File: config.mk
export PLATFORM = sky130hd
export DESIGN_NAME = pcm_rx_widen
export DESIGN_NICKNAME = d
export VERILOG_FILES = /design/src/rtl/anc_pkg.sv /design/src/rtl/sig_sync.sv /design/src/rtl/pcm_rx_widen.sv
export SDC_FILE = /design/constraint.sdc
export NUM_CORES = 1
export LEC_CHECK = 0
export ABC_AREA = 1
export ABC_CLOCK_PERIOD_IN_PS = 1400
export CAP_MARGIN = 10
export CORE_ASPECT_RATIO = 0.5
export CORE_MARGIN = 10
export CORE_UTILIZATION = 50
export DETAILED_ROUTE_END_ITERATION = 10
export HOLD_SLACK_MARGIN = 0.1
export PLACE_DENSITY = 0.83
export SLEW_MARGIN = 20
export SYNTH_ARGS = -nofsm -noshare
export SYNTH_HDL_FRONTEND = slang
export SYNTH_SLANG_ARGS = --single-unit
File: constraint.sdc
create_clock -name clk -period 1.4 [get_ports clk]
set_input_delay 0.35 -clock clk [delete_from_list [all_inputs] [get_ports clk]]
set_output_delay 0.35 -clock clk [all_outputs]
set_load 0.02 [all_outputs]
File: src/rtl/anc_pkg.sv
// Shared definitions for the audio receive path: default converter/datapath
// widths and the serial receiver state encoding.
package anc_pkg;

    localparam int ADC_W = 16;
    localparam int DP_W  = 17;

    typedef enum logic [1:0] {
        ST_IDLE  = 2'd0,
        ST_SHIFT = 2'd1,
        ST_HOLD  = 2'd2
    } rx_state_t;

endpackage

File: src/rtl/sig_sync.sv
// Two-flop synchroniser for one asynchronous input, with a rising-edge
// strobe derived from the synchronised level.
module sig_sync (
    input  logic clk,
    input  logic rst_n,
    input  logic i_sig,
    output logic o_sync,
    output logic o_rise
);

    logic r_meta;
    logic r_sync;
    logic r_prev;

    always_ff @(posedge clk or negedge rst_n) begin
        if (!rst_n) begin
            r_meta <= 1'b0;
            r_sync <= 1'b0;
            r_prev <= 1'b0;
        end else begin
            r_meta <= i_sig;
            r_sync <= r_meta;
            r_prev <= r_sync;
        end
    end

    assign o_sync = r_sync;
    assign o_rise = r_sync & ~r_prev;

endmodule

File: src/rtl/pcm_rx_widen.sv
// I2S-style serial PCM receiver: deserialises IN_W-bit words, sign-extends
// them to OUT_W and hands them out over valid/ready. Define PCM_RX_FIFO_EN
// to replace the single output register with a 2-entry FIFO.
module pcm_rx_widen
    import anc_pkg::*;
#(
    parameter int IN_W  = ADC_W,
    parameter int OUT_W = DP_W
) (
    input  logic             clk,
    input  logic             rst_n,
    input  logic             sck,
    input  logic             ws,
    input  logic             sd,
    output logic [OUT_W-1:0] out_data,
    output logic             out_ch,
    output logic             out_valid,
    input  logic             out_ready,
    output logic             ovr_err,
    output logic             frm_err
);

    localparam int CNT_W = $clog2(IN_W);

    logic w_sck, w_sck_rise, w_ws, w_ws_rise, w_sd, w_sd_rise;
    logic w_unused;

    sig_sync u_sync_sck (.clk(clk), .rst_n(rst_n), .i_sig(sck), .o_sync(w_sck), .o_rise(w_sck_rise));
    sig_sync u_sync_ws  (.clk(clk), .rst_n(rst_n), .i_sig(ws),  .o_sync(w_ws),  .o_rise(w_ws_rise));
    sig_sync u_sync_sd  (.clk(clk), .rst_n(rst_n), .i_sig(sd),  .o_sync(w_sd),  .o_rise(w_sd_rise));

    assign w_unused = ^{w_sck, w_ws_rise, w_sd_rise};

    rx_state_t        r_state;
    logic [CNT_W-1:0] r_cnt;
    logic [IN_W-2:0]  r_shift;
    logic             r_ch;
    logic             r_ws_last;
    logic             r_armed;
    logic             r_frm_err;

    logic             w_ws_chg;
    logic             w_last_bit;
    logic             w_word_done;
    logic [IN_W-1:0]  w_word;
    logic [OUT_W-1:0] w_ext;

    // The first sck edge after reset only learns the ws level, so a ws that
    // was already high is not mistaken for a frame start.
    assign w_ws_chg    = r_armed & (w_ws ^ r_ws_last);
    assign w_last_bit  = (r_cnt == CNT_W'(IN_W - 1));
    assign w_word_done = w_sck_rise & (r_state == ST_SHIFT) & w_last_bit;
    assign w_word      = {r_shift, w_sd};
    assign w_ext       = OUT_W'($signed(w_word));

    // The bit sampled on a ws-change edge is the LSB of the outgoing word.
    always_ff @(posedge clk or negedge rst_n) begin
        if (!rst_n) begin
            r_state   <= ST_IDLE;
            r_cnt     <= '0;
            r_shift   <= '0;
            r_ch      <= 1'b0;
            r_ws_last <= 1'b0;
            r_armed   <= 1'b0;
            r_frm_err <= 1'b0;
        end else begin
            r_frm_err <= 1'b0;
            if (w_sck_rise) begin
                r_armed   <= 1'b1;
                r_ws_last <= w_ws;
                case (r_state)
                    ST_IDLE, ST_HOLD: begin
                        if (w_ws_chg) begin
                            r_state <= ST_SHIFT;
                            r_cnt   <= '0;
                            r_ch    <= w_ws;
                        end
                    end
                    ST_SHIFT: begin
                        r_shift <= w_word[IN_W-2:0];
                        r_cnt   <= r_cnt + CNT_W'(1);
                        if (w_last_bit) begin
                            r_state <= ST_HOLD;
                            r_cnt   <= '0;
                        end
                        if (w_ws_chg) begin
                            r_frm_err <= ~w_last_bit;
                            r_state   <= ST_SHIFT;
                            r_cnt     <= '0;
                            r_ch      <= w_ws;
                        end
                    end
                    default: r_state <= ST_IDLE;
                endcase
            end
        end
    end

    assign frm_err = r_frm_err;

`ifdef PCM_RX_FIFO_EN
    logic [OUT_W-1:0] r_mem_data [2];
    logic             r_mem_ch   [2];
    logic             r_wr_ptr;
    logic             r_rd_ptr;
    logic [1:0]       r_count;
    logic             r_ovr_err;
    logic             w_pop;
    logic             w_full;
    logic             w_push;

    assign w_pop  = (r_count != 2'd0) & out_ready;
    assign w_full = (r_count == 2'd2);
    assign w_push = w_word_done & (~w_full | w_pop);

    always_ff @(posedge clk or negedge rst_n) begin
        if (!rst_n) begin
            r_mem_data[0] <= '0;
            r_mem_data[1] <= '0;
            r_mem_ch[0]   <= 1'b0;
            r_mem_ch[1]   <= 1'b0;
            r_wr_ptr      <= 1'b0;
            r_rd_ptr      <= 1'b0;
            r_count       <= 2'd0;
            r_ovr_err     <= 1'b0;
        end else begin
            r_ovr_err <= w_word_done & w_full & ~w_pop;
            if (w_push) begin
                r_mem_data[r_wr_ptr] <= w_ext;
                r_mem_ch[r_wr_ptr]   <= r_ch;
                r_wr_ptr             <= ~r_wr_ptr;
            end
            if (w_pop) begin
                r_rd_ptr <= ~r_rd_ptr;
            end
            if (w_push & ~w_pop) begin
                r_count <= r_count + 2'd1;
            end else if (w_pop & ~w_push) begin
                r_count <= r_count - 2'd1;
            end
        end
    end

    assign out_data  = r_mem_data[r_rd_ptr];
    assign out_ch    = r_mem_ch[r_rd_ptr];
    assign out_valid = (r_count != 2'd0);
    assign ovr_err   = r_ovr_err;
`else
    logic [OUT_W-1:0] r_out_data;
    logic             r_out_ch;
    logic             r_out_valid;
    logic             r_ovr_err;
    logic             w_pop;

    assign w_pop = r_out_valid & out_ready;

    always_ff @(posedge clk or negedge rst_n) begin
        if (!rst_n) begin
            r_out_data  <= '0;
            r_out_ch    <= 1'b0;
            r_out_valid <= 1'b0;
            r_ovr_err   <= 1'b0;
        end else begin
            r_ovr_err <= 1'b0;
            if (w_word_done) begin
                if (!r_out_valid || w_pop) begin
                    r_out_data  <= w_ext;
                    r_out_ch    <= r_ch;
                    r_out_valid <= 1'b1;
                end else begin
                    r_ovr_err <= 1'b1;
                end
            end else if (w_pop) begin
                r_out_valid <= 1'b0;
            end
        end
    end

    assign out_data  = r_out_data;
    assign out_ch    = r_out_ch;
    assign out_valid = r_out_valid;
    assign ovr_err   = r_ovr_err;
`endif

endmodule

Word level (Yosys, flattened, before mapping)
Index checks and enable logic that the tools add are counted.

Flip-flop bits (word level): 51. Latch bits: 0. RAM bits: 0. Bits in read-only memories: 0. Bits of input ports: 6. Output and inout port bits: 21. Word-level logic and storage cells: 62. Memories: 0.

$add $sub $neg: 1. Multipliers: 0. Divide/modulo/power cells: 0. Magnitude comparators: 0. Eq/ne operators: 6. Shifts and indexed selects: 0. Muxes and demuxes: 16. Bitwise logic cells: 8. Reduce and logical (&&, ||, !) cells: 13.

Operator list (count): 4-bit 2-to-1 mux (3); 3-bit AND reduction (3); 1-bit 2-to-1 mux (8); 4-bit case mux with 2 select lines (1); 2-bit 2-to-1 mux (3); 2-bit AND reduction (3); 1-bit AND (5); 4-bit by 1-bit adder with 4-bit output, second input constant (1); 4-bit equality test, second input constant (1); 2-bit case mux with 2 select lines (1); 2-bit nonzero test (2); 3-bit != test, second input constant (1); 3-bit OR reduction (1); 2-bit by 1-bit equality test with 1-bit output, second input constant (1); 2-bit equality test, second input constant (1); 2-bit logical NOT (1); 2-bit by 1-bit != test with 1-bit output, second input constant (1); 2-bit != test, second input constant (1); 1-bit inverter (2); 2-bit OR reduction (1); 1-bit logical NOT (1); 1-bit logical OR (1); 1-bit XOR (1).

Depth between registers and ports, before layout
Gate-level depths: netlist of the first run.

Word-level depth: 6. Depth in mapped cells: 8. Depth with buffers taken out: 8.

Modules after synthesis
A second synthesis of the first run with hierarchy kept.

Cells, all modules: 202. Area, all modules: 2123.3 um^2.

Modules (own cells, without submodules): pcm_rx_widen (times used 1, cells an instance 187, area an instance 1868.0 um^2, seq. area each 1101.1 um^2); sig_sync (times used 3, cells an instance 5, area an instance 85.1 um^2, seq. area each 75.1 um^2).

Worst setup path after synthesis of the first run
Ideal clock, no wire load.

Path kind: flip-flop to flip-flop. Start: reg r_cnt[0]. End: reg, netlist name out_data[15]. Library setup time: 118 ps. Arrival time: 1145 ps. Data required time: 1282 ps. Setup slack: 137 ps. Cell stages (with the launch flop): 8. Path buffers: 1. Clock period less this slack: 1263 ps. Path through: dfrtp_1 > ha_1 > nand3_2 > inv_2 > nand4_4 > buf_6 > nand2_1 > o21ai_2.

Cells in the longest elaborated chain, start to end: 3.

RTL lines: start, declared (line pcm_rx_widen.sv:35) `logic [CNT_W-1:0] r_cnt;`; start signal, assigned (line pcm_rx_widen.sv:81) `r_cnt <= r_cnt + CNT_W'(1);`; 4-bit equality test (line pcm_rx_widen.sv:51) `assign w_last_bit = (r_cnt == CNT_W'(IN_W - 1));`; 1-bit AND (line pcm_rx_widen.sv:52) `assign w_word_done = w_sck_rise & (r_state == ST_SHIFT) & w_last_bit;`; 2-bit AND reduction (no source line).

No other way between the ends. A chain may end at the register's enable or synchronous reset.

Worst setup path in the final report of the first run
Start: reg r_cnt[0]. End: reg r_out_data[1] (netlist: out_data[1]).

Cells in the longest elaborated chain, start to end: 3.

RTL lines: 4-bit equality test (line pcm_rx_widen.sv:51); 1-bit AND (line pcm_rx_widen.sv:52); 2-bit AND reduction (no source line); end signal, assigned (line pcm_rx_widen.sv:167) `r_out_data <= w_ext;`; end, declared (line pcm_rx_widen.sv:149) `logic [OUT_W-1:0] r_out_data;`.

No other way between the ends.

==> summary.txt, run 1 <==
Timing
  – Final hold violations: 0
  – Pins Over Slew Limit: 0
  – Tcrit/Tclk final: 100.2%
  – Max Clk Rate: 712.9 MHz
  – Worst-Margin Slew: 402.6 ps
  – Time the worst path needs with I/O delays and setup: 1403 ps
  – Final setup margin: -2.645 ps
  – Hold Worst Slack: 354.0 ps
  – RSZ-0062 raised after global routing: yes
  – Setup violators final: 1
  – Skew final: 4.457 ps
  – Setup TNS Final: -2.645 ps
  – Rel. slew slack: 73.16%

CTS
  – Root buf cell: clkbuf_8
  – Clk pin slew, worst setup/hold paths: 90 ps
  – Sinks on Clock Net: 51
  – CTS tree: yes
  – CTS buffer count: 5
  – Clock tree buffer depth: 2
  – H-tree depth: 2
  – Worst skew pair latency: 300 ps

Global routing
  – Largest net degree at the start of global routing: 35
  – Overflow after GRT: 0
  – Global-route wire length before repair: 5.961 mm
  – Global-route usage over all layers: 9.859%
  – Vias in the first global route: 1,386
  – Number of antenna violations at the first check in global routing: 0

Status
  – Outcome: complete, but fails checks
  – Failing checks: negative setup slack

Worst setup path
  – CP Class: flip-flop to flip-flop
  – CP startpoint kind: flip-flop
  – Critical path's slowest cell: dfrtp_1
  – CP Max Fanout: 8
  – CP endpoint kind: flip-flop
  – Arrival time worst endpoint: 1600 ps
  – Crit-path max cell delay: 430 ps
  – Reg2reg path depth: 7
  – Crit path required time: 1600 ps
  – CP Cell Sequence: ha_4 > nand3_4 > inv_4 > nand4_4 > clkbuf_16 > nand2_1 > o21ai_2

Synth
  – Mapped Cells: 197
  – Post-synthesis async set-or-reset flop share: 100.0%
  – Post-synthesis register bit count: 51
  – Synthesized area per cell: 10.42 um2
  – Synth top area cells: dfrtp_1 (62%), nand2_1 (10%), o21ai_2 (7.3%)
  – Sequential share of the synthesized area: 62.20%
  – Top FF cell, synth: dfrtp_1
  – Top-area cell type share of the netlist area: 62.20%
  – Synth warn: 0
  – Area leader, netlist: dfrtp_1
  – Synthesized area: 0.002052 mm2
  – Post-synth EDFFs: 0
  – Most common library cells after synthesis: nand2_1 (56), dfrtp_1 (51), inv_1 (22), o21ai_0 (18), o21ai_2 (17)
  – Count of different cell masters after synthesis: 24
  – Post-Syn Nets: 204
  – Count leader, synth: nand2_1

Power and ir drop
  – Max IR drop VDD: 0.0006328 V
  – Pleak: 1.251 nW
  – Cell area power density: 1151 mW/mm2

Final layout
  – Design area: 0.002584 mm2
  – Layout cells sized above 1: 20.43%
  – Layout net count: 241
  – # fillers: 284
  – Reg area: 0.001276 mm2
  – Multi-input gate area: 645.6 um2
  – Non-Filler Instances: 289
  – Area grow syn2layout: 25.91%
  – Antenna diodes: 0

Placed design
  – RePlAce Congestion: 0.7983
  – Setup WS pre-CTS: -161.8 ps
  – Inst Count DP: 275
  – Number of port buffers: 26
  – DP Area: 0.002406 mm2
  – DP Wirelength: 2.564 mm

Floorplan
  – Die Ht: 65.30 um
  – I/O pin cnt: 27
  – Die area: 0.007222 mm2
  – Die W: 110.6 um
  – Row cnt: 16
  – Starting density of the core: 52.30%
  – Core area: 0.003924 mm2

Detailed routing
  – DR vias/cell: 4.896
  – Drt first-iter violations: 79
  – Antenna viol nets, final: 0
  – Via count: 1,415
  – Post-DR wirelength/cell: 14.10 um
  – DRC: 0
  – Total Wirelength: 4.074 mm
  – DRT Pass-1 Iters: 4

Worst hold path
  – HP Class: flip-flop to flip-flop
  – Worst hold path depth: 0

Flow run
  – Max-cap violation count: 0
-- worst max-delay path: cells and delay by family (launching register included) --
family / cells / cell delay (ps)
flip-flops: 1 / 430
buffers and inverters: 2 / 300
adder cells (fa/ha/maj): 1 / 180
AO/OA/AOI/OAI: 1 / 60
AND/OR/NAND/NOR: 3 / 330
-- kinds of logic (layout without fill, tap and decap cells) --
group | count (synthesis) | count (layout) | synth area share, %
simple gates | 75 | 75 | 17.19
flops | 51 | 51 | 62.19
compound gates | 37 | 37 | 12.26
buf+inv | 32 | 70 | 7.317
fa+ha+maj | 1 | 1 | 0.6097
xor+xnor | 1 | 1 | 0.4269
-- metal layers --
metal / global-route usage, % / share of wire, % / vias to the layer above
met5: 0 / 0 / -
met4: 4.839 / 1.1 / 0
met3: 3.714 / 3.3 / 6
met2: 17.91 / 53 / 20
met1: 10.05 / 43 / 692
li1: - / - / 697
-- state kept, by name (all words and copies together) (netlist names) --
register           flops
frm_err                1
out_data              16
out_valid              1
u_sync_sck.o_sync      1
u_sync_sd.o_sync       1
r_ws_last              1
u_sync_sck.r_prev      1
r_shift               15
u_sync_ws.o_sync       1
r_state                2
r_cnt                  4
u_sync_ws.r_meta       1
u_sync_sd.r_meta       1
u_sync_sck.r_meta      1
out_ch                 1
r_ch                   1
ovr_err                1
r_armed                1
-- report_power, final --
| part | switching (mW) | internal [mW] |
|---|---|---|
| sequential | 0.102 | 1.62 |
| clock | 0.451 | 0.351 |
| combinational | 0.286 | 0.161 |
| total | 0.839 | 2.13 |
-- path summary, 6_finish.rpt --
| kind | from | to | slack [ps] |
|---|---|---|---|
| max | r_cnt[0] | out_data[1] | -3 |
| min | u_sync_sd.r_meta | u_sync_sd.o_sync | 350 |
| max reg2reg | r_cnt[0] | out_data[1] | -3 |
| min reg2reg | u_sync_sd.r_meta | u_sync_sd.o_sync | 350 |
| max in group asynchronous | rst_n | r_cnt[0] | 470 |
| min in group asynchronous | rst_n | out_data[6] | 490 |
-- cell type report --
class	count	share of cell area [%]
inverters	25	3.729
flip-flops and latches	51	49.39
well taps	54	2.615
repair buffers	37	16.13
multi-input cells	114	24.99
clock buffers	7	2.954
clock inverters	1	0.1937
-- through the flow --
| stage | utilization, % | power (mW) |
|---|---|---|
| 3_5_place_dp | 61.32 | 2.161 |
| 5_1_grt | 65.85 | 3.134 |
| 3_3_place_gp | 61.32 | 2.132 |
| 2_1_floorplan | - | 2.010 |
| 6_report | 65.85 | 2.974 |
| 4_1_cts | 62.98 | 2.969 |
-- timing repair --
action | CTS | global route
pin swaps | 0 | 1
hold endpoints to repair | 14 | 0
gates cloned | 0 | 3
hold buffers | 1 | 0
buffers inserted | 0 | 2
setup endpoints to repair | 21 | 29
resized for setup | 21 | 15
-- cells in the final DEF, fill, tap and decap left out --
cell type,synthesis,layout
buf_12,0,4
buf_2,3,1
buf_4,1,3
buf_6,3,1
clkbuf_1,0,2
clkbuf_16,0,2
clkbuf_8,0,5
clkdlybuf4s15_1,0,11
clkdlybuf4s50_1,0,4
clkinv_2,0,1
dfrtp_1,51,51
dlygate4sd2_1,0,10
dlygate4sd3_1,0,1
ha_4,0,1
inv_1,22,22
inv_2,3,2
inv_4,0,1
nand2_1,56,56
nand2_2,2,2
nand3_1,3,3
nand3_2,2,1
nand3_4,0,1
nand4_1,2,2
nand4_4,1,1
nor2_1,1,1
nor2_2,1,1
nor2_4,2,2
nor3_1,2,2
o21a_1,1,1
o21ai_0,18,18
o21ai_1,1,1
o21ai_2,17,17
or2_1,1,1
or2_2,2,2
xnor2_1,1,1
Power figures use the tool's default switching activity.
==> run 2, diff against run 1 <==
- CORE_UTILIZATION: 50 -> 45
- PLACE_DENSITY: 0.83 -> 0.77
- TNS_END_PERCENT: unset -> 5
==> run 2 against run 1 <==
Against the previous run: the run now ends clean; sequential power about the same; clock-buffer cell count decreased by 1; sequential cell count unchanged; register-to-register slack improved by 60 ps; critical path type is now flip-flop to output port.
==> summary.txt, run 2 (synthesized netlist as in run 1, its figures left out) <==
Timing
  – Max Clk Rate: 732.3 MHz (+2.7%)
  – Pins Over Slew Limit: 0 (unchanged)
  – Time the worst path needs with I/O delays and setup: 1365 ps (-37.16 ps)
  – Setup violators final: 0 (-1)
  – Rel. slew slack: 82.43% (+9.3 points)
  – Worst-Margin Slew: 263.6 ps (-139.0 ps)
  – Skew final: 7.076 ps (+2.618 ps)
  – Setup TNS Final: 0 ps (+2.645 ps)
  – Tcrit/Tclk final: 97.53% (-2.7 points)
  – Final setup margin: 34.52 ps (+37.16 ps)
  – Final hold violations: 0 (unchanged)
  – RSZ-0062 raised after global routing: yes

CTS
  – CTS buffer count: 5 (unchanged)
  – Sinks on Clock Net: 51 (unchanged)
  – H-tree depth: 2 (unchanged)
  – CTS tree: yes
  – Root buf cell: clkbuf_8
  – Clock tree buffer depth: 2 (unchanged)
  – Worst skew pair latency: 290 ps (about the same)
  – Clk pin slew, worst setup/hold paths: 90 ps (about the same)

Detailed routing
  – DRT Pass-1 Iters: 4 (unchanged)
  – DR vias/cell: 4.691 (-4.2%)
  – Total Wirelength: 3.487 mm (-14%)
  – Post-DR wirelength/cell: 12.11 um (-14%)
  – Drt first-iter violations: 63 (-20%)
  – Via count: 1,351 (-4.5%)
  – DRC: 0 (unchanged)
  – Antenna viol nets, final: 0 (unchanged)

Floorplan
  – Core area: 0.004403 mm2 (+12%)
  – Die W: 115.5 um (+4.4%)
  – Starting density of the core: 46.60% (-5.7 points)
  – I/O pin cnt: 27 (unchanged)
  – Die area: 0.007825 mm2 (+8.3%)
  – Row cnt: 17 (+1)
  – Die Ht: 67.75 um (+3.8%)

Final layout
  – Core Util, Final: 57.63% (-8.2 points)
  – Antenna diodes: 0 (unchanged)
  – Layout cells sized above 1: 19.48% (-0.95 points)
  – Max reg flops: 16 (unchanged)
  – Design area: 0.002537 mm2 (-1.8%)
  – Area grow syn2layout: 23.66%
  – Most frequent cells in the layout: nand2_1 (56), dfrtp_1 (51), inv_1 (22)
  – Layout net count: 237 (-1.7%)
  – Commonest non-fill, non-tap cell in the layout: nand2_1

Worst setup path
  – Critical Path Stages: 1 (-6)
  – Crit-path max cell delay: 400 ps (-30 ps)
  – Reg2reg start: r_cnt[0]
  – CP startpoint kind: flip-flop
  – CP Cell Sequence: dlygate4sd2_1
  – CP endpoint kind: output port
  – Crit path max-delay family: flip-flops
  – CP Max Fanout: 3 (-5)
  – Critical path's slowest cell: dfrtp_1
  – Crit path required time: 1050 ps (-550 ps)
  – CP Class: flip-flop to output port
  – FF-to-FF setup slack: 60 ps (+60 ps)
  – Worst path buffer plus inverter count: 1 (-1)
  – Reg2reg path depth: 7 (unchanged)
  – Arrival time worst endpoint: 1020 ps (-580 ps)
  – Reg-to-reg critical path endpoint: out_data[8]

Placed design
  – Number of port buffers: 26 (unchanged)
  – Setup WS pre-CTS: -152.4 ps (+9.380 ps)
  – DP Area: 0.002390 mm2 (-0.68%)
  – RePlAce Congestion: 0.7362 (-7.8%)
  – DP Wirelength: 2.352 mm (-8.3%)

Global routing
  – Global-route wire length before repair: 5.996 mm (+0.59%)
  – Global-route usage over all layers: 9.339% (-0.52 points)
  – Number of antenna violations at the first check in global routing: 0 (unchanged)
  – Vias in the first global route: 1,294 (-6.6%)
  – Overflow after GRT: 0 (unchanged)
  – Largest net degree at the start of global routing: 52 (+49%)

Power and ir drop
  – Max IR drop VDD: 0.0007244 V (+14%)
  – Cell area power density: 1308 mW/mm2 (+14%)
  – Pleak: 1.260 nW (+0.75%)

Worst hold path
  – Worst hold path depth: 0 (unchanged)
  – Hold Path End: u_sync_sd.o_sync
  – Hold_sp: u_sync_sd.r_meta
  – HP Class: flip-flop to flip-flop

Status
  – Outcome: complete, no violations

Flow run
  – Max-cap violation count: 0 (unchanged)
[run 2: area by class of cell]
cell class / count / area [um2]
clock inverter: 2 / 60.06
fill: 337 / 1866
clock buffer: 6 / 72.57
tap: 57 / 71.32
inverter: 25 / 93.84
timing repair buffer: 33 / 325.3
multi-input combinational: 114 / 638.1
sequential: 51 / 1276
[run 2: what timing repair did]
item,4_1_cts,5_1_grt
hold endpoints to repair,51,0
hold buffers,1,0
pin swaps,0,0
resized for setup,22,4
buffers inserted,0,2
endpoints found under the setup margin,22,22
[run 2: worst max-delay path by stage]
stage | startpoint | endpoint
after floorplan | r_cnt[0] | out_data[15]
final | out_data[15] | out_data[16]
after global placement | out_ready | out_data[6]
after detailed placement | out_ready | out_data[8]
after global routing | out_data[15] | out_data[15]
after CTS | r_cnt[0] | out_data[8]
[run 2: stage by stage]
stage / power [mW] / hold slack (ps) / instances
global placement: 2.128 / 332.3 / 277
floorplan: 2.010 / 54.41 / 197
CTS: 3.317 / 355.9 / 286
finish: 3.318 / 354.3 / 288
global route: 3.492 / 361.8 / 288
detailed placement: 2.149 / 335.5 / 277
[run 2: where the power goes]
group / switching [mW] / internal [mW]
Clock: 0.455 / 0.714
Sequential: 0.0917 / 1.62
Combinational: 0.277 / 0.159
[run 2: per-layer routing]
| layer | track usage, % | part of all wire [%] |
|---|---|---|
| met1 | 10.36 | 43 |
| met2 | 17.65 | 53 |
| met3 | 2.476 | 2.8 |
| met4 | 2.508 | 0.40 |
| met5 | 0 | 0 |
